File: src/rtl/spin_cycle_controller.sv
// Spin-phase sequencer: soft ramp-up to a latched target rpm, timed hold, then ramp-down to standstill.
// Handles start (edge-detected), pause and abort requests from the wash sequencer.
module spin_cycle_controller #(
    parameter logic [10:0] RAMP_STEP  = 11'd100,
    parameter int          STEP_TICKS = 4,
    parameter int          HOLD_TICKS = 16,
    parameter logic [10:0] MAX_SPEED  = 11'd1400
) (
    input  logic        clk,
    input  logic        reset,
    input  logic        start,
    input  logic [10:0] target_speed,
    input  logic        pause,
    input  logic        abort,
    output logic [10:0] motor_speed,
    output logic        busy,
    output logic        done,
    output logic [2:0]  state
);

    localparam int STEP_W = (STEP_TICKS > 1) ? $clog2(STEP_TICKS) : 1;
    localparam int HOLD_W = (HOLD_TICKS > 1) ? $clog2(HOLD_TICKS) : 1;
    localparam logic [STEP_W-1:0] STEP_LAST = STEP_W'(STEP_TICKS - 1);
    localparam logic [HOLD_W-1:0] HOLD_LAST = HOLD_W'(HOLD_TICKS - 1);

    typedef enum logic [2:0] {
        IDLE      = 3'd0,
        RAMP_UP   = 3'd1,
        HOLD      = 3'd2,
        RAMP_DOWN = 3'd3,
        DONE      = 3'd4
    } state_t;

    state_t              state_q, state_d;
    logic [10:0]         speed_q, speed_d;
    logic [10:0]         target_q, target_d;
    logic [STEP_W-1:0]   step_q, step_d;
    logic [HOLD_W-1:0]   hold_q, hold_d;
    logic                start_prev;
    logic                start_edge;
    logic [11:0]         up_sum;
    logic [10:0]         up_speed;
    logic [10:0]         down_speed;

    assign start_edge = start & ~start_prev;

    // Ramp arithmetic: the up-sum is one bit wider so it can never wrap before clamping.
    assign up_sum     = {1'b0, speed_q} + {1'b0, RAMP_STEP};
    assign up_speed   = (up_sum > {1'b0, target_q}) ? target_q : up_sum[10:0];
    assign down_speed = (speed_q > RAMP_STEP) ? (speed_q - RAMP_STEP) : 11'd0;

    always_ff @(posedge clk or posedge reset) begin
        if (reset) begin
            state_q    <= IDLE;
            speed_q    <= '0;
            target_q   <= '0;
            step_q     <= '0;
            hold_q     <= '0;
            start_prev <= 1'b0;
        end else begin
            state_q    <= state_d;
            speed_q    <= speed_d;
            target_q   <= target_d;
            step_q     <= step_d;
            hold_q     <= hold_d;
            start_prev <= start;
        end
    end

    always_comb begin
        state_d  = state_q;
        speed_d  = speed_q;
        target_d = target_q;
        step_d   = step_q;
        hold_d   = hold_q;

        case (state_q)
            IDLE: begin
                if (start_edge) begin
                    target_d = (target_speed > MAX_SPEED) ? MAX_SPEED : target_speed;
                    step_d   = '0;
                    state_d  = RAMP_UP;
                end
            end
            RAMP_UP: begin
                if (abort) begin
                    state_d = RAMP_DOWN;
                    step_d  = '0;
                end else if (!pause) begin
                    if (speed_q == target_q) begin
                        state_d = HOLD;
                        hold_d  = '0;
                    end else if (step_q == STEP_LAST) begin
                        step_d  = '0;
                        speed_d = up_speed;
                    end else begin
                        step_d = step_q + STEP_W'(1);
                    end
                end
            end
            HOLD: begin
                if (abort) begin
                    state_d = RAMP_DOWN;
                    step_d  = '0;
                end else if (!pause) begin
                    if (hold_q == HOLD_LAST) begin
                        state_d = RAMP_DOWN;
                        step_d  = '0;
                    end else begin
                        hold_d = hold_q + HOLD_W'(1);
                    end
                end
            end
            // Deceleration deliberately ignores pause so the drum always comes to rest.
            RAMP_DOWN: begin
                if (speed_q == 11'd0) begin
                    state_d = DONE;
                end else if (step_q == STEP_LAST) begin
                    step_d  = '0;
                    speed_d = down_speed;
                end else begin
                    step_d = step_q + STEP_W'(1);
                end
            end
            DONE: begin
                state_d = IDLE;
            end
            default: begin
                state_d = IDLE;
            end
        endcase
    end

    assign motor_speed = speed_q;
    assign state       = state_q;
    assign busy        = (state_q != IDLE);
    assign done        = (state_q == DONE);

endmodule
File: config.mk
export PLATFORM = sky130hd
export DESIGN_NAME = spin_cycle_controller
export DESIGN_NICKNAME = d
export VERILOG_FILES = /design/src/rtl/spin_cycle_controller.sv
export SDC_FILE = /design/constraint.sdc
export NUM_CORES = 1
export LEC_CHECK = 0
export ABC_CLOCK_PERIOD_IN_PS = 3120
export BUFFER_PORTS_ARGS = -buffer_cell sky130_fd_sc_hd__buf_2
export CORE_UTILIZATION = 52
export DETAILED_ROUTE_END_ITERATION = 16
export PLACE_DENSITY = 0.83
export SYNTH_ARGS = -nofsm -noshare
export SYNTH_HDL_FRONTEND = slang
export SYNTH_SLANG_ARGS = --single-unit
File: constraint.sdc
create_clock -name clk -period 3.12 [get_ports clk]
set_clock_uncertainty 0.15 [all_clocks]
set_input_delay 0 -clock clk [delete_from_list [all_inputs] [get_ports clk]]
set_output_delay 0 -clock clk [all_outputs]
set_load 0.05 [all_outputs]
# Yosys cells after proc, flatten, opt, wreduce, memory -nomap -nowiden
# Cells that the tools add are included.
# totals
output_inout_bits,16
wordCells,86
register_bits,32
# classes
n_bitwise,2
mux,36
n_reduce_logical,11
eq_ne,24
magnitude_cmp,3
addsub,4
# op_table
cell,n
2-to-1 mux 11 bit,9
2-to-1 mux 3 bit,8
2-to-1 mux 4 bit,6
"!= test 2 bit, second input constant",12
case mux 11 bit (2 select lines),1
AND reduction 7 bit,3
2-to-1 mux 2 bit,9
"!= test 3 bit, second input constant",5
"adder 11 x 7 -> 12 bit, second input constant",1
> comparator 12 x 11 -> 1 bit,1
case mux 3 bit (4 select lines),1
equality test 11 bit,1
"> comparator 11 bit, second input constant",1
"> comparator 11 x 7 -> 1 bit, second input constant",1
logical NOT 11 bit,1
"subtractor 11 x 7 -> 11 bit, second input constant",1
case mux 2 bit (4 select lines),1
case mux 4 bit (2 select lines),1
"equality test 3 x 2 -> 1 bit, second input constant",2
AND reduction 6 bit,1
"adder 4 x 1 -> 4 bit, second input constant",1
"equality test 4 bit, second input constant",1
nonzero test 2 bit,2
nonzero test 4 bit,1
other kinds (9),9

# Depth between registers and ports, before layout
# depth
depth_word,8
ltp_mapped,14

# Worst setup path before layout
# No wires, ideal clock.
# synth_timing
path_kind,register to register
start,register speed_q[3] (netlist: motor_speed[3])
end,register speed_q[5] (netlist: motor_speed[5])
period_less_slack_ns,3.613
path_slack_ns,-0.493
path_buffers,1
t_arrival_ns,3.342
required_ns,2.849
stages_incl_launch_ff,15
path_cell_list,dfrtp_1 ha_1 a21oi_1 nand2b_1 nand4_1 xnor2_1 ha_1 nand3_1 or3_1 nor3_1 a31oi_1 and2_1 buf_6 a211o_1 a22o_1
# synth_via
elab_chain_cells,8
word_cells_on_any_way,18
cone_classes,2 x add/sub; 2 x order compare; 3 x eq/ne; 9 x mux; 2 x reduce/logical
# synth_rtl
item,line_no,source
"start, declared",35,"logic [10:0] speed_q, speed_d;"
"start signal, assigned",62,speed_q <= speed_d;
adder 11 x 7 -> 12 bit,48,"assign up_sum = {1'b0, speed_q} + {1'b0, RAMP_STEP};"
> comparator 12 x 11 -> 1 bit,49,"assign up_speed = (up_sum > {1'b0, target_q}) ? target_q : up_sum[10:0];"
2-to-1 mux 11 bit,49,
2-to-1 mux 11 bit,93,end else if (step_q == STEP_LAST) begin
2-to-1 mux 11 bit,90,if (speed_q == target_q) begin
2-to-1 mux 11 bit,89,end else if (!pause) begin
2-to-1 mux 11 bit,86,if (abort) begin
case mux 11 bit (2 select lines),77,case (state_q)
# Several ways; a longest one is shown, not always the timed one. The select of a mux whose other input is x is not followed.
# A chain may end at the register's enable or synchronous reset.

# Final worst setup path
# layout_timing
start,register speed_q[2] (netlist: motor_speed[2])
end,register speed_q[9] (netlist: motor_speed[9])
# Same word-level chain as after synthesis.

==> key figures <==
Clock tree
  • CTS tree: built
  • CTS max path bufs: 2
  • Clk pin slew, worst setup/hold paths: 0.07 ns
  • Inserted Clock Buffers: 5
  • Clock latency at the later pin of the worst-skew pair: around 0.3 ns
  • Clock tree root driver cell: clkbuf_8
  • Clk sinks: 32
  • H-tree depth: 2

Final layout
  • Register area: between 800 and 900 um^2
  • Utilization after layout: 71.1%
  • Area delta synth->final: 30.8%
  • Most frequent cells in the layout: buf_2 (31), nor2_1 (26), dfrtp_1 (25), nand2_1 (24)
  • Commonest non-fill, non-tap cell in the layout: buf_2
  • Fillers: 308
  • Final nets: 381
  • Cell area after layout: ~0.0031 mm^2
  • Multi-input gate area: 0.00156 mm^2
  • Antenna cells: 0
  • Layout cell share with drive strength beyond 1: 26.1%

Setup path
  • Critical path buffers and inverters: 0
  • Reg2reg start: motor_speed[2]
  • CP Class: reg -> reg
  • Worst Path Max Fanout: 6
  • Top delay family on crit path: compound AO/OA/AOI/OAI gates
  • CP arrival: 3.22 ns
  • Max incr delay on CP: 0.51 ns
  • Element type at the critical path end: flip-flop
  • Critical Path RT: 3.11 ns
  • Crit-path cells: ha_4 > a21oi_4 > nand2b_1 > nand4_1 > xnor2_2 > ha_1 > nand3_2 > or3_4 > a21o_1 > a31oi_4 > nor2_4 > a221oi_1 > a21oi_1
  • Slowest CP cell: dfrtp_4
  • Reg2Reg Setup Slack: -0.11 ns
  • Reg-to-reg endpoint: motor_speed[9]
  • CP startpoint kind: flip-flop
  • R2R cell count: 13

Route
  • Drt total wl: ~6600 um
  • Via density: between 5 and 6
  • Via Count: 2,390
  • DR pass1 iterations: 5
  • Residual DRC: 0
  • Routed length per instance: 16.4 um
  • First DRT Iteration DRCs: roughly 250
  • Post-route ant nets: 0

Hold path
  • Hold Path Class: in -> async

Timing
  • Final Hold Fails: 0
  • Worst slew margin: 39.2%
  • Crit path time final: 3.23 ns
  • Worst slew pin tran: 0.912 ns
  • Period utilization: 104%
  • PnR worst setup slack: -0.113 ns
  • Fin. max-slew vios: 0
  • Final number of setup-violating endpoints: 10
  • Peak Freq: between 300 and 400 MHz
  • RSZ-0062 raised after global routing: yes

GRT
  • GRT overflow: 0
  • Largest net degree at the start of global routing: 33
  • GRT Total Usage: roughly 28%
  • Number of global-route vias before repair: 2,264
  • Wire length of the first global-routing pass: ~11,000 um
  • Initial antenna violation count: 0

Place
  • Hpwl dp: 4430 um
  • Place WS: -0.0858 ns
  • GP Congestion: 0.909
  • I/O Buffers: 31
  • Placed Area: 0.00270 mm^2

Synthesis
  • Cell area after synthesis: 0.00237 mm^2
  • Average size of a mapped cell: 8.27 um^2
  • Unique cell type count in the Yosys netlist: 44
  • Post-synth net total: 319
  • Synth warn: 0
  • Mapped Cells: 286
  • Seq/Total Area, Yosys: 33.8%
  • Number of synthesized register bits: 32

Floorplan
  • Die height: 69.5 um
  • Initial Util: 54.3%
  • Die width: 69.5 um
  • Die area: 0.00482 mm^2
  • Core area: 0.00435 mm^2
  • Io pins: 32
  • Row count: 24

Flow run
  • Max_cap viols: 0

Power and ir drop
  • Total design power: between 2 and 3 mW
  • Worst VDD drop: around 0.00045 V
  • PwrDens: 917 mW/mm^2
  • Leak: 1.37 nW

Outcome
  • Status: complete, but fails checks
  • Failing checks: setup timing
==> cells in the mapped netlist, drive strengths merged <==
| cell | n | share of area [%] |
|---|---|---|
| a221oi | 5 | 1.9 |
| nor3b | 1 | 0.32 |
| o211ai | 1 | 0.32 |
| buf | 5 | 1.4 |
| clkbuf | 7 | 1.1 |
| a211oi | 3 | 1.2 |
| mux2i | 4 | 1.7 |
| a21oi | 23 | 4.9 |
| ha | 17 | 9.0 |
| and4 | 2 | 0.74 |
| dfrtp | 32 | 34 |
| a32oi | 1 | 0.37 |
| o21bai | 1 | 0.32 |
| nand2b | 7 | 1.9 |
| or2 | 1 | 0.26 |
| o22ai | 1 | 0.26 |
| a311oi | 1 | 0.63 |
| inv | 21 | 3.3 |
| mux2 | 3 | 1.4 |
| a22o | 2 | 0.74 |
| nor2b | 5 | 1.3 |
| o21ba | 1 | 0.42 |
| o22a | 1 | 0.37 |
| nor2 | 28 | 4.4 |
| nor3 | 12 | 2.5 |
| a21o | 3 | 0.95 |
| nand3 | 10 | 2.1 |
| nand2 | 24 | 3.8 |
| nand4 | 6 | 1.6 |
| nor4 | 2 | 0.79 |
| and2 | 4 | 1.1 |
| o311a | 1 | 0.42 |
| xnor2 | 13 | 4.8 |
| or3 | 2 | 0.53 |
| o21ai | 23 | 4.9 |
| a22oi | 1 | 0.32 |
| o2bb2ai | 1 | 0.37 |
| xor2 | 7 | 2.6 |
| a31oi | 3 | 0.79 |
| a211o | 1 | 0.37 |
==> through the flow <==
stage / setup TNS, ns / hold slack [ns] / instances
2_1_floorplan: -0.00845 / -0.119 / 286
3_3_place_gp: 0 / -0.0497 / 371
3_5_place_dp: -0.319 / -0.0383 / 371
4_1_cts: -0.146 / 0.188 / 399
5_1_grt: -1.99 / 0.210 / 401
6_report: -0.770 / 0.195 / 401
==> sequential cells by signal, indices dropped and copies added, names as in the netlist <==
signal / flops
start_prev: 1
target_q: 11
step_q: 2
motor_speed: 11
state: 3
hold_q: 4
==> tightest hold or removal path, cell delays in order <==
cell,delay [ns]
dlygate4sd3_1,0.54
buf_2,0.12
inv_1,0.04
buf_4,0.37
==> worst max path at each step <==
stage | start | endpoint | slack [ns] | depth (start not counted)
2_1_floorplan | motor_speed[3] | motor_speed[5] | -0.008 | 14
3_3_place_gp | motor_speed[3] | motor_speed[10] | 0.009 | 13
3_5_place_dp | motor_speed[3] | motor_speed[10] | -0.09 | 13
4_1_cts | motor_speed[2] | motor_speed[10] | -0.05 | 13
5_1_grt | motor_speed[2] | motor_speed[8] | -0.23 | 13
6_report | motor_speed[2] | motor_speed[9] | -0.11 | 13
==> cell families (layout without fill, tap and decap cells) <==
family          Yosys count  in the layout  synth area share [%]
xor+xnor                 20             20                  7.40
mux                       7              7                  3.12
simple gates            104            104                  21.4
fa+ha+maj                17             17                  8.99
flops                    32             32                  33.8
buf+inv                  33             96                  5.87
compound gates           73             73                  19.4
==> routing by layer <==
| metal | GRT usage [%] | wire length [um] |
|---|---|---|
| met1 | 37.0 | 2890 |
| met3 | 5.52 | 389 |
| met5 | 0 | 0 |
| met2 | 46.2 | 3170 |
| met4 | 10.2 | 123 |
==> area by class of cell <==
class | count | share of cell area [%]
clock buffers | 6 | 2.35
clock inverters | 2 | 1.13
inverters | 21 | 2.55
well taps | 52 | 2.10
flip-flops and latches | 32 | 26.3
multi-input cells | 221 | 50.4
repair buffers | 67 | 15.1
==> repair_timing <==
action / CTS / global route
buffers inserted: 3 / 2
cloned: 0 / 0
resized for setup: 6 / 10
pin swaps: 1 / 6
setup endpoints to repair: 8 / 12
hold endpoints to repair: 48 / 0
hold buffers: 17 / 0
==> where the power goes <==
part / leakage (nW) / internal (mW) / switching (mW) / total (mW)
combinational: 0.965 / 0.719 / 1.03 / 1.74
sequential: 0.348 / 0.526 / 0.163 / 0.689
clock: 0.0552 / 0.237 / 0.166 / 0.403
Note: power is estimated with default switching activity, not from simulation.
